<file path="src/rtl/hs_skid_buffer.sv">
// hs_skid_buffer: registered valid/ready skid buffer; optional xfer_cnt output via HS_SKID_XFER_CNT_EN
module hs_skid_buffer #(
    parameter int DATA_W = 32
) (
    input  logic              clk,
    input  logic              rst,
    input  logic [DATA_W-1:0] s_data,
    input  logic              s_valid,
    output logic              s_ready,
`ifdef HS_SKID_XFER_CNT_EN
    output logic [31:0]       xfer_cnt,
`endif
    output logic [DATA_W-1:0] m_data,
    output logic              m_valid,
    input  logic              m_ready
);
    typedef enum logic [1:0] {EMPTY, BUSY, FULL} state_t;

    state_t            state_q, state_d;
    logic [DATA_W-1:0] main_q, main_d, skid_q, skid_d;
    logic              m_valid_q, s_ready_q;
    logic              up, dn;

    assign up      = s_valid & s_ready_q;
    assign dn      = m_valid_q & m_ready;
    assign s_ready = s_ready_q;
    assign m_valid = m_valid_q;
    assign m_data  = main_q;

    // Next state and register loads; the skid beat always drains into main before newer data
    always_comb begin
        state_d = state_q;
        main_d  = main_q;
        skid_d  = skid_q;
        case (state_q)
            EMPTY: if (up) begin
                main_d  = s_data;
                state_d = BUSY;
            end
            BUSY: begin
                if (up && dn) main_d = s_data;
                else if (up) begin
                    skid_d  = s_data;
                    state_d = FULL;
                end else if (dn) state_d = EMPTY;
            end
            FULL: if (dn) begin
                main_d  = skid_q;
                state_d = BUSY;
            end
            default: state_d = EMPTY;
        endcase
    end

    // State and datapath flops; valid/ready are registered copies of the next state
    always_ff @(posedge clk or posedge rst) begin
        if (rst) begin
            state_q   <= EMPTY;
            main_q    <= '0;
            skid_q    <= '0;
            m_valid_q <= 1'b0;
            s_ready_q <= 1'b0;
        end else begin
            state_q   <= state_d;
            main_q    <= main_d;
            skid_q    <= skid_d;
            m_valid_q <= state_d != EMPTY;
            s_ready_q <= state_d != FULL;
        end
    end

`ifdef HS_SKID_XFER_CNT_EN
    logic [31:0] xfer_cnt_q;

    assign xfer_cnt = xfer_cnt_q;

    // Count completed downstream transfers, wrapping naturally
    always_ff @(posedge clk or posedge rst) begin
        if (rst) xfer_cnt_q <= '0;
        else if (dn) xfer_cnt_q <= xfer_cnt_q + 32'd1;
    end
`endif
endmodule

</file>
<file path="config.mk">
export PLATFORM = sky130hd
export DESIGN_NAME = hs_skid_buffer
export DESIGN_NICKNAME = d
export VERILOG_FILES = /design/src/rtl/hs_skid_buffer.sv
export SDC_FILE = /design/constraint.sdc
export NUM_CORES = 1
export LEC_CHECK = 0
export ABC_CLOCK_PERIOD_IN_PS = 2390
export CELL_PAD_IN_SITES_DETAIL_PLACEMENT = 1
export CELL_PAD_IN_SITES_GLOBAL_PLACEMENT = 1
export CORE_UTILIZATION = 42
export DETAILED_ROUTE_END_ITERATION = 6
export GPL_TIMING_DRIVEN = 0
export PLACE_DENSITY_LB_ADDON = 0.12
export SLEW_MARGIN = 20
export SYNTH_ARGS = -nofsm -noshare
export SYNTH_HDL_FRONTEND = slang
export SYNTH_SLANG_ARGS = --single-unit
</file>
<file path="constraint.sdc">
create_clock -name clk -period 2.39 [get_ports clk]
set_input_delay 0.478 -clock clk [delete_from_list [all_inputs] [get_ports clk]]
set_output_delay 0.478 -clock clk [all_outputs]
set_load 0.01 [all_outputs]
</file>
Word level (Yosys, flattened, before mapping)
Index checks and enable logic that the tools add are counted.
{"block": "classes", "eq_ne": 6, "n_mux": 10, "bitwise": 3, "reduce_logical": 6}
{"op": "2-to-1 mux 32 bit", "n": 3}
{"op": "case mux 32 bit (3 select lines)", "n": 1}
{"op": "2-to-1 mux 2 bit", "n": 5}
{"op": "!= test 2 bit, second input constant", "n": 4}
{"op": "case mux 2 bit (3 select lines)", "n": 1}
{"op": "AND reduction 4 bit", "n": 1}
{"op": "AND reduction 3 bit", "n": 1}
{"op": "nonzero test 3 bit", "n": 1}
{"op": "bitwise AND 1 bit", "n": 2}
{"op": "== test 2 x 1 -> 1 bit, second input constant", "n": 1}
{"op": "== test 2 bit, second input constant", "n": 1}
{"op": "logical NOT 2 bit", "n": 1}
{"op": "nonzero test 2 bit", "n": 1}
{"op": "logical AND 1 bit", "n": 1}
{"op": "NOT 1 bit", "n": 1}
{"block": "word_totals", "register_bits": 68, "inputBits": 36, "word_cells": 30}

Depth between registers and ports, before layout
Gate-level depths: netlist of the first run.
{"block": "depth", "depth_word": 6, "mapped_depth": 5}

Least setup slack after synthesis of the first run
Ideal clock, no wire load.
{"block": "synth_path", "kind": "register to register", "startpoint": "register m_valid_q (netlist: m_valid)", "endpoint": "register main_q[0] (netlist: m_data[0])", "setup_ns": 0.125, "arrival_time_ns": 1.504, "required_time_ns": 2.265, "slack_ns": 0.760, "stages_incl_launch_ff": 5, "n_path_buf": 1, "cell_sequence": "dfrtp_1 a21boi_2 o32ai_4 buf_12 mux2_4"}
{"block": "synth_via", "elab_chain_len": 4}
{"item": "from (decl)", "line_no": "21", "source": "logic m_valid_q, s_ready_q;"}
{"item": "from (signal assigned)", "line_no": "61", "source": "m_valid_q <= 1'b0;"}
{"item": "from (signal assigned)", "line_no": "67", "source": "m_valid_q <= state_d != EMPTY;"}
{"item": "bitwise AND 1 bit *", "line_no": "25", "source": "assign dn = m_valid_q & m_ready;"}
{"item": "logical AND 1 bit", "line_no": "41", "source": "if (up && dn) main_d = s_data;"}
{"item": "!= test 2 bit (no line)"}
{"item": "AND reduction 4 bit (no line) *"}
{"item": "to (signal assigned)", "line_no": "65", "source": "main_q <= main_d;"}
{"item": "to (decl)", "line_no": "20", "source": "logic [DATA_W-1:0] main_q, main_d, skid_q, skid_d;"}
Every way passes the cells marked *; elsewhere a longest branch is shown, timed or not.
A chain may end at the register's enable or synchronous reset.

Worst setup path in the final report of the first run
{"block": "layout_path", "startpoint": "input m_ready", "endpoint": "register main_q[6] (netlist: m_data[6])"}
{"block": "layout_via", "elab_chain_len": 4}
{"item": "from (decl)", "line_no": "15", "source": "input logic m_ready"}
{"item": "bitwise AND 1 bit *", "line_no": "25"}
{"item": "logical AND 1 bit", "line_no": "41"}
{"item": "!= test 2 bit (no line)"}
{"item": "AND reduction 4 bit (no line) *"}
Marks and branches as above.

==> results.ini, run 1 <==
[sta]
finalMaxSlewViolations = 0
maxSlewHeadroom_pct = 62.1
fmax_mhz = 490
rsz0062_at_grt = no
setup_viol = 0
tightest_slew_ns = 0.569
worst_slack_ns = 0.348
holdWs_ns = 0.490
tns_ns = 0
final-hold-violation-count = 0
min_period_ns = 2.04
post-route-period-util_pct = 85.4
fin_worst_skew_ns = 0.0132

[synthesis]
synth_area_leaders = dfrtp_1 (52%), mux2_4 (26%), mux2_2 (13%)
synthTopCellsByCount = dfrtp_1 (68), mux2_4 (57), mux2_2 (39)
syn_avg_cell_area_um2 = 17.1
synth_top_flop_cell = dfrtp_1
syn_nets = 227
yosysSeqAreaShare_pct = 52.0
ys_ff_latch = 68
yosys_warnings = 0
netlist_area_um2 = 3270
syn_inst = 191
synth_edf_count = 0
yosysMostFrequentCell = dfrtp_1
yosysUniqueCellTypes = 20
netlist.area_leader.share_pct = 52.0
synth-async-reset-ratio_pct = 100
synth_top_area_cell = dfrtp_1

[setup_path]
arrival_ns = 2.26
start_kind = input port
cp_data_required_time_ns = 2.61
crit_fanout = 10
worstSetupPathType = input port to flop
setup.worst_path.end_class = flop

[die]
fp.dieW_um = 90.3
core_area_um2 = 7410
initial_core_util_pct = 44.2
rows = 31
io_pins = 70
die-area_um2 = 8150
die_h_um = 90.3

[finish]
final-instance-count-excl-fill = 376
filler_cell_count = 698
fin_util_pct = 58.8
drive_above_1_share_pct = 45.8
final_design_area_no_fill_um2 = 4360
area_delta_synth_final_pct = 33.2
num_antenna_cells = 0
nNetsFinal = 308

[placement]
port-buffer-count = 69
place_area_um2 = 4110
pre_cts_ws_ns = -0.00739
dp_hpwl_um = 4380
place.gp.congestion = 0.747
place_inst = 360

[grt]
grt_max_degree = 38
gr-total-overflow = 0
grt_usage_pct = 17.3
antenna_found_initial = 0
grt_pass1_wl_um = 10900
grt_pass1_vias = 2078

[detailed_routing]
drt-initial-drc-count = 60
vias = 1847
drt_first_pass_iters = 2
post_drt_via_cell_ratio = 4.91
ant_nets = 0
drc = 0
routed_wl_um = 6360
wl_per_cell_um = 16.9

[cts]
postCtsSetupRepairBufs = 0
clk_latency_ns = 0.34
cts.repair.resized = 0
clk_pin_slew_ns = 0.08
cts_buffers = 9
clock-root-buffer = clkbuf_8
htree_levels = 3
cts_tree = built
cts.sinks = 68
cts_hold_buf = 0
cts_buffer_depth = 2

[pwr]
p_total_mw = 5.78
power.density_nw_per_um2 = 1330
peakVddDrop_mv = 0.566
p_leak_nw = 1.97

[flow_run]
maxCapViolCount = 0

[status]
status = completed

[hold_path]
hp-class = input port to asynchronous set/reset pin

[cell families after synthesis]
family          synth area share (%)
simple gates                    1.26
mux                             39.6
compound gates                  2.52
flops                           52.0
buf+inv                         4.66
[state kept, by name (all words and copies together), names as in the netlist]
name / cells
skid_q: 32
m_valid: 1
s_ready: 1
state_q: 2
m_data: 32
[worst paths after layout]
kind	startpoint	endpoint	slack [ns]	depth (start not counted)
hold / removal	rst	m_data[7]	0.49	2
hold reg to reg	skid_q[20]	skid_q[20]	0.51	1
setup / recovery	m_ready	m_data[6]	0.35	5
setup reg to reg	state_q[0]	m_data[6]	0.59	4
max in group asynchronous	rst	skid_q[29]	1.35	3
min in group clk	skid_q[20]	skid_q[20]	0.51	1
[cell usage in the layout, fill, tap and decap left out, types with 2 or more instances in the layout]
cell type        synthesis  layout
dfrtp_1                 68      68
a21oi_1                  2       2
nand2_1                  4       4
bufinv_16                0       3
buf_12                   5       6
mux2_4                  57      57
mux2_2                  39      39
buf_4                    3       3
clkdlybuf4s50_1          0      69
clkbuf_8                 0      10
[report_power, final]
part           internal (mW)  leakage, nW  switching [mW]
clock                  0.722        0.122           0.450
combinational           1.69         1.05           0.826
sequential              1.74        0.802           0.346
total                   4.15         1.97            1.62
[routing by layer]
| metal | GRT usage [%] | vias up | wire [um] |
|---|---|---|---|
| met4 | 4.84 | 0 | 37 |
| met5 | 0 | - | 0 |
| met2 | 28.1 | 46 | 3250 |
| met3 | 6.23 | 4 | 296 |
| li1 | - | 856 | - |
| met1 | 21.9 | 941 | 2790 |
[worst max-delay path, cell delays in order]
cell	delay (ns)
clkdlybuf4s50_1	0.57
a21boi_2	0.13
o32ai_4	0.55
buf_12	0.23
mux2_4	0.30
[final cells by class]
type / count / area [um2] / area share (%)
Multi-Input combinational cell: 112 / 1420 / 32.5
Buffer: 10 / 149 / 3.42
Clock inverter: 6 / 111 / 2.55
Tap cell: 99 / 124 / 2.84
Timing Repair Buffer: 70 / 711 / 16.3
Clock buffer: 10 / 138 / 3.16
Sequential cell: 68 / 1700 / 39.0
Inverter: 1 / 6.26 / 0.144
No activity file was read; power rests on OpenSTA's default activity.
==> run 2, diff against run 1 <==
--- a/config.mk
+++ b/config.mk
@@ -6,9 +6,9 @@
 export NUM_CORES = 1
 export LEC_CHECK = 0
 export ABC_CLOCK_PERIOD_IN_PS = 2390
-export CELL_PAD_IN_SITES_DETAIL_PLACEMENT = 1
-export CELL_PAD_IN_SITES_GLOBAL_PLACEMENT = 1
-export CORE_UTILIZATION = 42
+export CELL_PAD_IN_SITES_DETAIL_PLACEMENT = 0
+export CELL_PAD_IN_SITES_GLOBAL_PLACEMENT = 2
+export CORE_UTILIZATION = 36
 export DETAILED_ROUTE_END_ITERATION = 6
 export GPL_TIMING_DRIVEN = 0
 export PLACE_DENSITY_LB_ADDON = 0.12
==> results.ini, run 2 (same netlist as run 1, synthesis figures left out) <==
[placement]
port-buffer-count = 69  ; unchanged
pre_cts_ws_ns = -0.0183  ; -0.0109 ns
place_inst = 369  ; +2.5%
place.gp.congestion = 0.710  ; -5.0%
dp_hpwl_um = 3980  ; -9.1%

[status]
status = completed

[sta]
finalMaxSlewViolations = 0  ; unchanged
final-hold-violation-count = 0  ; unchanged
fin_worst_skew_ns = 0.00771  ; -0.00553 ns
worst_slack_ns = 0.370  ; +0.0224 ns
rsz0062_at_grt = no
fmax_mhz = 495  ; +1.1%
setup_viol = 0  ; unchanged
tightest_slew_ns = 0.538  ; -0.0315 ns
min_period_ns = 2.02  ; -0.0224 ns
maxSlewHeadroom_pct = 64.2  ; +2.1 points
holdWs_ns = 0.491  ; +0.00145 ns
post-route-period-util_pct = 84.5  ; -0.94 points

[cts]
cts_buffers = 9  ; unchanged
cts.sinks = 68  ; unchanged
clk_latency_ns = 0.34  ; about the same
cts_tree = built
postCtsSetupRepairBufs = 0  ; unchanged
clk_pin_slew_ns = 0.07  ; about the same
cts_hold_buf = 0  ; unchanged
clock-root-buffer = clkbuf_8
cts_buffer_depth = 2  ; unchanged
htree_levels = 3  ; unchanged
cts.repair.resized = 0  ; unchanged

[finish]
drive_above_1_share_pct = 44.9  ; -0.92 points
layout_common_cells = clkdlybuf4s50_1 (69), dfrtp_1 (68), mux2_4 (57), mux2_2 (39), clkbuf_8 (11)
num_antenna_cells = 0  ; unchanged
filler_cell_count = 772  ; +11%
multi_input_comb_area_um2 = 1420  ; unchanged
final-instance-count-excl-fill = 384  ; +2.1%
area_delta_synth_final_pct = 31.1
nNetsFinal = 308  ; unchanged
mostFrequentLayoutCell = clkdlybuf4s50_1
seq_area_um2 = 1700  ; unchanged

[pwr]
p_total_mw = 5.40  ; -6.6%
peakVddDrop_mv = 0.540  ; -4.7%
p_leak_nw = 1.94  ; -1.7%
power.density_nw_per_um2 = 1260  ; -5.1%

[die]
io_pins = 70  ; unchanged
die_h_um = 97.4  ; +7.8%
core_area_um2 = 8760  ; +18%
initial_core_util_pct = 37.4  ; -6.8 points
fp.dieW_um = 97.4  ; +7.8%
die-area_um2 = 9480  ; +16%
rows = 34  ; +9.7%

[setup_path]
setup.worst_path.end_class = flop
arrival_ns = 2.24  ; -0.02 ns
cp_data_required_time_ns = 2.61  ; about the same
start_kind = input port
crit_fanout = 10  ; unchanged
worstSetupPathType = input port to flop

[detailed_routing]
drt-initial-drc-count = 17  ; -72%
wl_per_cell_um = 15.6  ; -7.9%
routed_wl_um = 5990  ; -6.0%
vias = 1812  ; -1.9%
drt_first_pass_iters = 3  ; +1
ant_nets = 0  ; unchanged
drc = 0  ; unchanged
post_drt_via_cell_ratio = 4.72  ; -3.9%

[grt]
antenna_found_initial = 0  ; unchanged
grt_max_degree = 36  ; -5.3%
grt_pass1_vias = 1885  ; -9.3%
grt_pass1_wl_um = 9990  ; -8.2%
grt_usage_pct = 13.7  ; -3.6 points
gr-total-overflow = 0  ; unchanged

[flow_run]
maxCapViolCount = 0  ; unchanged

[hold_path]
hp-class = flop to flop

-- run 2: path summary, 6_finish.rpt --
kind	slack [ns]	to	cells past startpoint	from
hold / removal	0.49	state_q[0]	1	state_q[0]
min in group asynchronous	0.51	m_data[6]	2	rst
setup / recovery	0.37	m_data[24]	5	m_ready
hold reg to reg	0.49	state_q[0]	1	state_q[0]
max in group asynchronous	1.35	m_data[19]	3	rst
setup reg to reg	0.61	m_data[24]	4	state_q[0]
-- run 2: through the flow --
stage / TNS, ns / area (um2) / util (%)
after global placement: -80.23 / 4100 / 46.8
after floorplan: 0 / 3270 / -
after CTS: 0 / 4290 / 49.0
final: 0 / 4290 / 49.0
after detailed placement: -0.278 / 4120 / 47.0
after global routing: 0 / 4290 / 49.0
-- run 2: layer usage --
layer	part of all wire [%]	wire, um	vias to the layer above	track usage [%]
li1	-	-	849	-
met1	47	2820	911	17.3
met2	46	2770	45	20.9
met3	5.5	327	7	6.19
met4	1.2	70	0	4.75
met5	0	0	-	0
-- run 2: area by class of cell --
| cell class | instances | area share (%) |
|---|---|---|
| buffer | 10 | 3.47 |
| sequential | 68 | 39.7 |
| clock inverter | 2 | 0.233 |
| clock buffer | 13 | 3.70 |
| multi-input combinational | 112 | 33.1 |
| timing repair buffer | 70 | 16.6 |
| tap | 108 | 3.15 |
| inverter | 1 | 0.146 |
-- run 2: critical path, cell delays in order --
cell and delay (ns):
clkdlybuf4s50_1 0.57, a21boi_2 0.13, o32ai_4 0.53, buf_12 0.22
mux2_4 0.30
-- run 2: power by group --
part / switching (mW) / internal, mW / leakage [nW]
clock network: 0.417 / 0.425 / 0.0893
logic: 0.808 / 1.69 / 1.05
registers: 0.315 / 1.74 / 0.802
total: 1.54 / 3.86 / 1.94
